`src/rtl/scanner_pkg.sv`:
```
// Shared scanner definitions: FSM state codes and common widths.
package scanner_pkg;

  localparam int STATE_W = 3;
  localparam int PROG_W  = 4;

  typedef enum logic [STATE_W-1:0] {
    LOW_POWER    = 3'd0,
    STANDBY      = 3'd1,
    SCANNING     = 3'd2,
    IDLE         = 3'd3,
    TRANSFERRING = 3'd4,
    FLUSHING     = 3'd5
  } scan_state_e;

endpackage

```
`src/rtl/scanner_buffer_if.sv`:
```
// Scanner buffer bus: FSM state, sample input, drain handshake, status.
interface scanner_buffer_if
  import scanner_pkg::*;
#(
  parameter int DATA_W = 8
);

  logic [STATE_W-1:0] state;
  logic [DATA_W-1:0]  scan_data;
  logic               out_ready;
  logic [DATA_W-1:0]  out_data;
  logic               out_valid;
  logic [PROG_W-1:0]  prog;
  logic               near_full;
  logic               full;
  logic               empty;
  logic               overflow;
  logic               done;

  modport master (
    output state, scan_data, out_ready,
    input  out_data, out_valid, prog,
    input  near_full, full, empty,
    input  overflow, done
  );

  modport slave (
    input  state, scan_data, out_ready,
    output out_data, out_valid, prog,
    output near_full, full, empty,
    output overflow, done
  );

endinterface

```
`src/rtl/scan_fifo_mem.sv`:
```
// Circular sample store: sync write, async read, wrapping pointers.
module scan_fifo_mem #(
  parameter int DATA_W   = 8,
  parameter int CAPACITY = 10
) (
  input  logic              clk,
  input  logic              reset,
  input  logic              clr,
  input  logic              wr_en,
  input  logic [DATA_W-1:0] wr_data,
  input  logic              rd_en,
  output logic [DATA_W-1:0] rd_data
);

  localparam int PTR_W = $clog2(CAPACITY);
  localparam logic [PTR_W-1:0] LAST = PTR_W'(CAPACITY - 1);

  logic [DATA_W-1:0] mem_q [CAPACITY];
  logic [DATA_W-1:0] mem_d [CAPACITY];
  logic [PTR_W-1:0]  wr_ptr_q, wr_ptr_d;
  logic [PTR_W-1:0]  rd_ptr_q, rd_ptr_d;

  function automatic logic [PTR_W-1:0] nxt(
    input logic [PTR_W-1:0] p
  );
    return (p == LAST) ? '0 : p + 1'b1;
  endfunction

  always_comb begin
    mem_d    = mem_q;
    wr_ptr_d = wr_ptr_q;
    rd_ptr_d = rd_ptr_q;
    if (clr) begin
      wr_ptr_d = '0;
      rd_ptr_d = '0;
    end else begin
      if (wr_en) begin
        mem_d[wr_ptr_q] = wr_data;
        wr_ptr_d        = nxt(wr_ptr_q);
      end
      if (rd_en) rd_ptr_d = nxt(rd_ptr_q);
    end
  end

  always_ff @(posedge clk) begin
    if (reset) begin
      wr_ptr_q <= '0;
      rd_ptr_q <= '0;
    end else begin
      wr_ptr_q <= wr_ptr_d;
      rd_ptr_q <= rd_ptr_d;
    end
    mem_q <= mem_d;
  end

  assign rd_data = mem_q[rd_ptr_q];

endmodule

```
`src/rtl/scanner_buffer.sv`:
```
// Scanner data-path: paced capture into a circular buffer, drain or flush.
module scanner_buffer
  import scanner_pkg::*;
#(
  parameter int DATA_W   = 8,
  parameter int CAPACITY = 10,
  parameter int SCAN_DIV = 4,
  parameter int NEAR_LVL = 8
) (
  input  logic clk,
  input  logic reset,
  scanner_buffer_if.slave bus
);

  localparam int DIV_W = (SCAN_DIV > 1) ? $clog2(SCAN_DIV) : 1;

  logic [DIV_W-1:0]  div_q, div_d;
  logic [PROG_W-1:0] prog_q, prog_d;
  logic              ovf_q, ovf_d;
  logic              done_q, done_d;

  logic scanning, xfer, flushing, low_pwr;
  logic tick, wr_en, pop, empty, full;

  always_comb begin
    scanning = (bus.state == SCANNING);
    xfer     = (bus.state == TRANSFERRING);
    flushing = (bus.state == FLUSHING);
    low_pwr  = (bus.state == LOW_POWER);
    empty    = (prog_q == '0);
    full     = (prog_q == PROG_W'(CAPACITY));
    tick     = scanning && (div_q == DIV_W'(SCAN_DIV - 1));
    wr_en    = tick && !full;
    pop      = (xfer && !empty && bus.out_ready)
            || (flushing && !empty);

    div_d = '0;
    if (scanning && !tick) div_d = div_q + 1'b1;

    prog_d = prog_q;
    ovf_d  = ovf_q;
    if (low_pwr) begin
      prog_d = '0;
      ovf_d  = 1'b0;
    end else begin
      if (wr_en)    prog_d = prog_q + 1'b1;
      else if (pop) prog_d = prog_q - 1'b1;
      if (tick && full) ovf_d = 1'b1;
      if (flushing)     ovf_d = 1'b0;
    end

    // pulse only when a pop drains the final entry
    done_d = pop && (prog_q == PROG_W'(1));
  end

  always_ff @(posedge clk) begin
    if (reset) begin
      div_q  <= '0;
      prog_q <= '0;
      ovf_q  <= 1'b0;
      done_q <= 1'b0;
    end else begin
      div_q  <= div_d;
      prog_q <= prog_d;
      ovf_q  <= ovf_d;
      done_q <= done_d;
    end
  end

  scan_fifo_mem #(
    .DATA_W  (DATA_W),
    .CAPACITY(CAPACITY)
  ) u_mem (
    .clk    (clk),
    .reset  (reset),
    .clr    (low_pwr),
    .wr_en  (wr_en),
    .wr_data(bus.scan_data),
    .rd_en  (pop),
    .rd_data(bus.out_data)
  );

  assign bus.out_valid = xfer && !empty;
  assign bus.prog      = prog_q;
  assign bus.near_full = (prog_q >= PROG_W'(NEAR_LVL));
  assign bus.full      = full;
  assign bus.empty     = empty;
  assign bus.overflow  = ovf_q;
  assign bus.done      = done_q;

endmodule

```
`src/flat_wrapper.sv`:
```
// flat-port wrapper written by rule: the top's interface ports become plain ports
module scanner_buffer_flat import scanner_pkg::*;
#(
  parameter int DATA_W   = 8,
  parameter int CAPACITY = 10,
  parameter int SCAN_DIV = 4,
  parameter int NEAR_LVL = 8
)
  (clk, reset, bus_state, bus_scan_data, bus_out_ready, bus_out_data, bus_out_valid, bus_prog, bus_near_full, bus_full, bus_empty, bus_overflow, bus_done);
  scanner_buffer_if #(.DATA_W(DATA_W)) bus_i ();
  input  logic clk;
  input  logic reset;
  input wire logic [$bits(bus_i.state)-1:0] bus_state;
  input wire logic [$bits(bus_i.scan_data)-1:0] bus_scan_data;
  input wire logic [$bits(bus_i.out_ready)-1:0] bus_out_ready;
  output wire logic [$bits(bus_i.out_data)-1:0] bus_out_data;
  output wire logic [$bits(bus_i.out_valid)-1:0] bus_out_valid;
  output wire logic [$bits(bus_i.prog)-1:0] bus_prog;
  output wire logic [$bits(bus_i.near_full)-1:0] bus_near_full;
  output wire logic [$bits(bus_i.full)-1:0] bus_full;
  output wire logic [$bits(bus_i.empty)-1:0] bus_empty;
  output wire logic [$bits(bus_i.overflow)-1:0] bus_overflow;
  output wire logic [$bits(bus_i.done)-1:0] bus_done;
  assign bus_i.state = bus_state;
  assign bus_i.scan_data = bus_scan_data;
  assign bus_i.out_ready = bus_out_ready;
  assign bus_out_data = bus_i.out_data;
  assign bus_out_valid = bus_i.out_valid;
  assign bus_prog = bus_i.prog;
  assign bus_near_full = bus_i.near_full;
  assign bus_full = bus_i.full;
  assign bus_empty = bus_i.empty;
  assign bus_overflow = bus_i.overflow;
  assign bus_done = bus_i.done;
  scanner_buffer #(.DATA_W(DATA_W), .CAPACITY(CAPACITY), .SCAN_DIV(SCAN_DIV), .NEAR_LVL(NEAR_LVL)) u_core (.clk(clk), .reset(reset), .bus(bus_i));
endmodule
```
`config.mk`:
```
export PLATFORM = sky130hd
export DESIGN_NAME = scanner_buffer_flat
export DESIGN_NICKNAME = d
export VERILOG_FILES = /design/src/rtl/scanner_pkg.sv /design/src/rtl/scanner_buffer_if.sv /design/src/rtl/scan_fifo_mem.sv /design/src/rtl/scanner_buffer.sv /design/src/flat_wrapper.sv
export SDC_FILE = /design/constraint.sdc
export NUM_CORES = 1
export LEC_CHECK = 0
export CORE_MARGIN = 3
export CORE_UTILIZATION = 40
export DETAILED_ROUTE_END_ITERATION = 12
export GPL_ROUTABILITY_DRIVEN = 1
export GPL_TIMING_DRIVEN = 1
export PLACE_DENSITY_LB_ADDON = 0.05
export SLEW_MARGIN = 20
export SYNTH_ARGS = -nofsm -noshare
export SYNTH_HDL_FRONTEND = slang
export SYNTH_SLANG_ARGS = --single-unit
export TNS_END_PERCENT = 50
```
`constraint.sdc`:
```
create_clock -name clk -period 5.4 [get_ports clk]
set_input_delay 0.81 -clock clk [delete_from_list [all_inputs] [get_ports clk]]
set_output_delay 0.81 -clock clk [all_outputs]
set_load 0.02 [all_outputs]
```
==> impl_metrics.tcl, run 1 <==
set metrics [dict create \
    vias 2252 \
    min_period_ps 3605 \
    synthToLayoutAreaGrowth_pct 15.93 \
    nNetsFinal 316 \
    critPathRequiredTime_ps 4590 \
    die_w_um 106.7 \
    r2r_cells 5 \
    postRouteAntennaNets 0 \
    gp_congestion 0.7163 \
    place.detailed.hpwl_um 5387 \
    clock_latency_ps 350 \
    ys_types 45 \
    status "completed" \
    ys_seq_area_share_pct 67.16 \
    setup_viol 0 \
    worstSetupPathType "reg2out" \
    rows 36 \
    synthFlopType "edfxtp_1" \
    grt_pass1_vias 2234 \
    multi_input_area_mm2 0.001239 \
    synth_seq_cells 96 \
    io_pins 32 \
    synth-edff-count 80 \
    min_from "u_core.div_q[0]" \
    setup.worst_path.start_class "flop" \
    final_hold_viol_count 0 \
    worst_path_max_delay_cell "dfxtp_2" \
    grt_antenna_before_repair 0 \
    cts_tree "done" \
    regArea_mm2 0.002724 \
    n_antenna_cell 0 \
    io_buffers 31 \
    async_reset_ff_share_pct 0 \
    crit_fanout 26 \
    dp_slack_ps 1993 \
    syn-num-nets 284 \
    yosys_warnings 0 \
    cts_root_buf "clkbuf_8" \
    tns_ps 0 \
    power.leakage_nw 1.441 \
    hold_path_class "reg2reg" \
    via_per_inst 5.189 \
    drt_iter0_drc 113 \
    grt_use_total_pct 15.29 \
    dr.pass1.iters 4 \
    cts_setup_buffers 0 \
    htreeDepth 3 \
    slew-limit-headroom_pct 33.20 \
    cpPeakStageDelay_ps 960 \
    numCtsBuffers 9 \
    cap_violations 0 \
    cts_max_path_buffers 2 \
    syn_avg_cell_area_um2 15.36 \
    grt_pass1_wl_um 12980 \
    cts.sinks 96 \
    layout-drive-gt1-share_pct 16.94 \
    die-area_mm2 0.01138 \
    syn_inst 264 \
    r2r-end "u_core.u_mem.mem_q[55]" \
    ff2ff_setup_slack_ps 3050 \
    n_fill_cell 899 \
    holdPathEnd "u_core.div_q[0]" \
    worstSetupEndpointType "output pin" \
    cp.arrival_ps 2800 \
    cp_cell_sequence "mux4_2, a21oi_1, o21ai_1, clkdlybuf4s50_1" \
    setup_slack_ps 1795 \
    initial_core_util_pct 41.28 \
    cts_resized 0 \
    clk_pin_slew_ps 100 \
    drt_wl_total_um 8193 \
    worst_ir_drop_vdd_v 0.0001304 \
    fmax_ghz 0.2774 \
    maxSlewViolCount 0 \
    whs_path_depth 1 \
    drc_errors 0 \
    die_h_um 106.7 \
    grt_max_degree 27 \
    tightestPinTransition_ps 1001 \
    core_area_mm2 0.009819 \
    wire_per_inst_um 18.88 \
    rr_startpoint "u_core.bus.prog[0]" \
    place_area_mm2 0.004486 \
    powerDensity_mw_per_mm2 274.5 \
    design_area_mm2 0.004700 \
    synth_area_mm2 0.004054 \
    rsz0062_at_grt "no" \
    overflow 0 \
    hold_buffers 0 \
    period_share_pct 66.76 \
    fin_skew_ps 12.23 \
]
==> worst max path at each step <==
stage | startpoint | end | cells after the start
after floorplan | bus_state[0] | u_core.u_mem.mem_q[10] | 4
after global placement | bus_state[0] | u_core.u_mem.mem_q[72] | 4
after detailed placement | bus_state[0] | u_core.u_mem.mem_q[8] | 4
after CTS | u_core.u_mem.rd_ptr_q[0] | bus_out_data[2] | 4
after global routing | u_core.u_mem.rd_ptr_q[0] | bus_out_data[2] | 4
final | u_core.u_mem.rd_ptr_q[0] | bus_out_data[2] | 4
==> layout by cell type, fill, tap and decap left out, types with 2 or more instances in the layout <==
master	Yosys	layout
o21ai_0	3	3
nor3_1	8	8
nor2_1	18	18
mux4_2	16	16
or3_1	4	4
nor4_1	5	2
clkdlybuf4s50_1	0	31
inv_1	6	6
a21oi_1	16	16
nor4_4	0	3
nand2_1	8	8
dfxtp_1	16	15
or2b_2	2	2
or2_2	2	2
nand3_1	12	12
o21ai_1	8	8
nand4_1	5	5
nand2b_1	2	2
mux2i_1	8	8
xor2_1	4	4
clkinv_4	0	2
buf_4	1	5
ha_1	6	6
clkbuf_8	1	9
edfxtp_1	80	80
nand3_2	2	2
==> sequential cells by signal, summed over array words and instances, names as in the netlist <==
signal,cells
u_core.bus.overflow,1
u_core.bus.done,1
u_core.u_mem.mem_q,80
u_core.u_mem.rd_ptr_q,4
u_core.bus.prog,4
u_core.div_q,2
u_core.u_mem.wr_ptr_q,4
==> synthesized netlist by cell type, drive strengths merged, types with 2 or more instances <==
cell type	number	area share, %
a21oi	16	2.0
and2b	2	0.40
buf	10	2.0
clkbuf	5	0.71
dfxtp	16	7.9
edfxtp	80	59
ha	6	1.9
inv	6	0.56
mux2i	8	2.0
mux4	16	8.9
nand2	9	1.0
nand2b	2	0.31
nand3	14	2.0
nand3b	2	0.46
nand4	6	1.3
nor2	18	1.7
nor3	8	0.99
nor4	5	0.77
o21ai	11	1.4
or2	2	0.31
or2b	2	0.43
or3	4	0.62
xor2	4	0.86
==> logic make-up after synthesis <==
kind of cell / count (synthesis) / share of synthesized area, %
adders and majority gates: 6 / 1.852
xor gates and xnor gates: 4 / 0.8641
muxes: 25 / 11.14
AOI/OAI and AO/OA: 32 / 4.321
DFF: 96 / 67.16
and+or+nand+nor: 79 / 11.27
buffers and inverters: 22 / 3.395
==> metal layers <==
| metal | GRT usage [%] | wire (um) | vias to the layer above |
|---|---|---|---|
| met5 | 0 | 0 | - |
| met4 | 4.932 | 89 | 0 |
| met3 | 2.167 | 148 | 8 |
| met2 | 21.22 | 3526 | 21 |
| met1 | 24.63 | 4429 | 1143 |
| li1 | - | - | 1080 |
==> metrics by stage <==
stage	cells	hold WS, ps	power [mW]	util, %
2_1_floorplan	264	395.7	0.8240	-
3_3_place_gp	418	404.8	0.8441	45.59
3_5_place_dp	418	410.7	0.8450	45.68
4_1_cts	434	426.7	1.309	47.68
5_1_grt	434	448.9	1.340	47.86
6_report	434	423.1	1.290	47.86
==> final cells by class <==
type | count | share of cell area (%)
Timing Repair Buffer | 36 | 7.401
Clock buffer | 10 | 2.716
Tap cell | 133 | 3.541
Sequential cell | 96 | 57.96
Clock inverter | 6 | 1.464
Inverter | 7 | 0.5591
Multi-Input combinational cell | 146 | 26.36
==> power breakdown <==
group	switching (mW)	leakage (nW)	internal, mW
clock network	0.245	0.0968	0.217
registers	0.000115	0.848	0.800
logic	0.0171	0.496	0.0106
==> critical path: cells and delay by family, from the launching register on <==
kind,cells,cell delay (ps)
DFF,1,960
muxes,1,590
AOI/OAI and AO/OA,2,320
buffers and inverters,1,580
Power figures use the tool's default switching activity.
==> run 2, diff against run 1 <==
==> constraint.sdc (replaced) <==
create_clock -name clk -period 3.42 [get_ports clk]
set_input_delay 0.513 -clock clk [delete_from_list [all_inputs] [get_ports clk]]
set_output_delay 0.513 -clock clk [all_outputs]
set_load 0.02 [all_outputs]
==> run 2 against run 1 <==
  * Non-clock buffer count grew 7
  * Cell area grew 0.67%
  * Largest cell class unchanged
  * Highest routed layer unchanged
  * Worst hold slack gained 5.0 ps
==> impl_metrics.tcl, run 2 (same netlist as run 1, synthesis figures left out) <==
set metrics [dict create \
    setup_slack_ps 380.5 \
    ff2ff_setup_slack_ps 1460 \
    gp_congestion 0.6747 \
    initial_core_util_pct 41.28 \
    overflow 0 \
    fin_skew_ps 12.72 \
    grt_antenna_before_repair 0 \
    layout-drive-gt1-share_pct 18.51 \
    placed_cells 425 \
    period_share_pct 88.87 \
    cap_violations 0 \
    die-area_mm2 0.01138 \
    cp_cell_sequence "buf_12, mux4_2, a21oi_1, o21ai_1, clkdlybuf4s50_1" \
    min_period_ps 3040 \
    htreeDepth 3 \
    cts_tree "done" \
    grt_pass1_wl_um 13220 \
    n_antenna_cell 0 \
    rr_startpoint "u_core.bus.prog[0]" \
    cp.depth 5 \
    drt_iter0_drc 126 \
    regMostFlops "u_core.u_mem.mem_q" \
    numCtsBuffers 9 \
    die_h_um 106.7 \
    rsz0062_at_grt "no" \
    cts_max_path_buffers 2 \
    grt_max_degree 22 \
    io_buffers 31 \
    cts.sinks 96 \
    powerDensity_mw_per_mm2 424.8 \
    dr.pass1.iters 5 \
    maxSlewViolCount 0 \
    largest_reg_flops 80 \
    postRouteAntennaNets 0 \
    design_area_mm2 0.004731 \
    holdWs_ps 428.1 \
    r2r_cells 6 \
    layout_commonest_cell "edfxtp_1" \
    cp.arrival_ps 2530 \
    worst_path_max_delay_cell "clkdlybuf4s50_1" \
    hold_buffers 0 \
    wire_per_inst_um 19.17 \
    place.detailed.hpwl_um 5401 \
    tightestPinTransition_ps 806.4 \
    worstSetupPathType "reg2out" \
    die_w_um 106.7 \
    io_pins 32 \
    grt_pass1_vias 2278 \
    clock_latency_ps 350 \
    mostFrequentLayoutCells "80 x edfxtp_1, 31 x clkdlybuf4s50_1, 18 x nor2_1" \
    crit_end "bus_out_data[3]" \
    path_buf_inv 2 \
    critPathRequiredTime_ps 2910 \
    tns_ps 0 \
    final_hold_viol_count 0 \
    drc_errors 0 \
    worst_ir_drop_vdd_v 0.0001833 \
    place_area_mm2 0.004542 \
    rows 36 \
    power.leakage_nw 1.470 \
    fin_cells 441 \
    dp_slack_ps 702.5 \
    drt_wl_total_um 8454 \
    vias 2270 \
    cts_resized 0 \
    core_area_mm2 0.009819 \
    status "completed" \
    totalPowerFinal_mw 2.010 \
    cp-startpoint "u_core.u_mem.rd_ptr_q[0]" \
    crit_fanout 18 \
    cp_top_family "buffers and inverters" \
    hold_path_class "reg2reg" \
    cts_setup_buffers 0 \
    r2r-end "u_core.u_mem.mem_q[67]" \
    slew-limit-headroom_pct 46.17 \
    nNetsFinal 323 \
    fmax_ghz 0.3290 \
    via_per_inst 5.147 \
    setup.worst_path.start_class "flop" \
    cts_root_buf "clkbuf_8" \
    cpPeakStageDelay_ps 580 \
    synthToLayoutAreaGrowth_pct 16.70 \
    grt_use_total_pct 15.85 \
    setup_viol 0 \
    clk_pin_slew_ps 90 \
    worstSetupEndpointType "output pin" \
    final_util_pct 48.18 \
]
==> run 2: cell count changes in the layout (fill, tap and decap cells not counted), moves of 2 or more <==
cell	delta
nor4_2	+3
nor4_4	-3
clkinvlp_4	+2
buf_4	+6
clkinv_4	-2
==> run 2: layout make-up <==
cell class                 instances  area, um^2
inverter                           7       26.28
fill                             912        5089
multi-input combinational        146        1212
clock buffer                      11       131.4
timing repair buffer              43       412.9
clock inverter                     5       57.56
tap                              133       166.4
sequential                        96        2724
==> run 2: routing by layer <==
metal	global-route usage, %	routed length, um	vias to the layer above
li1	-	-	1090
met1	24.36	4126	1152
met2	23.25	4057	23
met4	3.836	61	0
met3	3.131	209	5
met5	0	0	-
==> run 2: worst min-delay path by stage <==
| stage | to | slack (ps) | from | cells after the start |
|---|---|---|---|---|
| finish | u_core.div_q[0] | 430 | u_core.div_q[0] | 1 |
| global route | u_core.div_q[0] | 450 | u_core.div_q[0] | 1 |
| CTS | u_core.div_q[0] | 440 | u_core.div_q[0] | 1 |
| detailed placement | u_core.div_q[0] | 420 | u_core.div_q[0] | 1 |
| global placement | u_core.div_q[0] | 410 | u_core.div_q[0] | 1 |
| floorplan | u_core.div_q[0] | 400 | u_core.div_q[0] | 1 |
==> run 2: where the power goes <==
group,total (mW),internal (mW),switching (mW),leakage (nW)
combinational,0.0408,0.0167,0.0241,0.536
sequential,1.26,1.26,0.000189,0.848
clock,0.706,0.337,0.368,0.0856
total,2.01,1.62,0.393,1.47
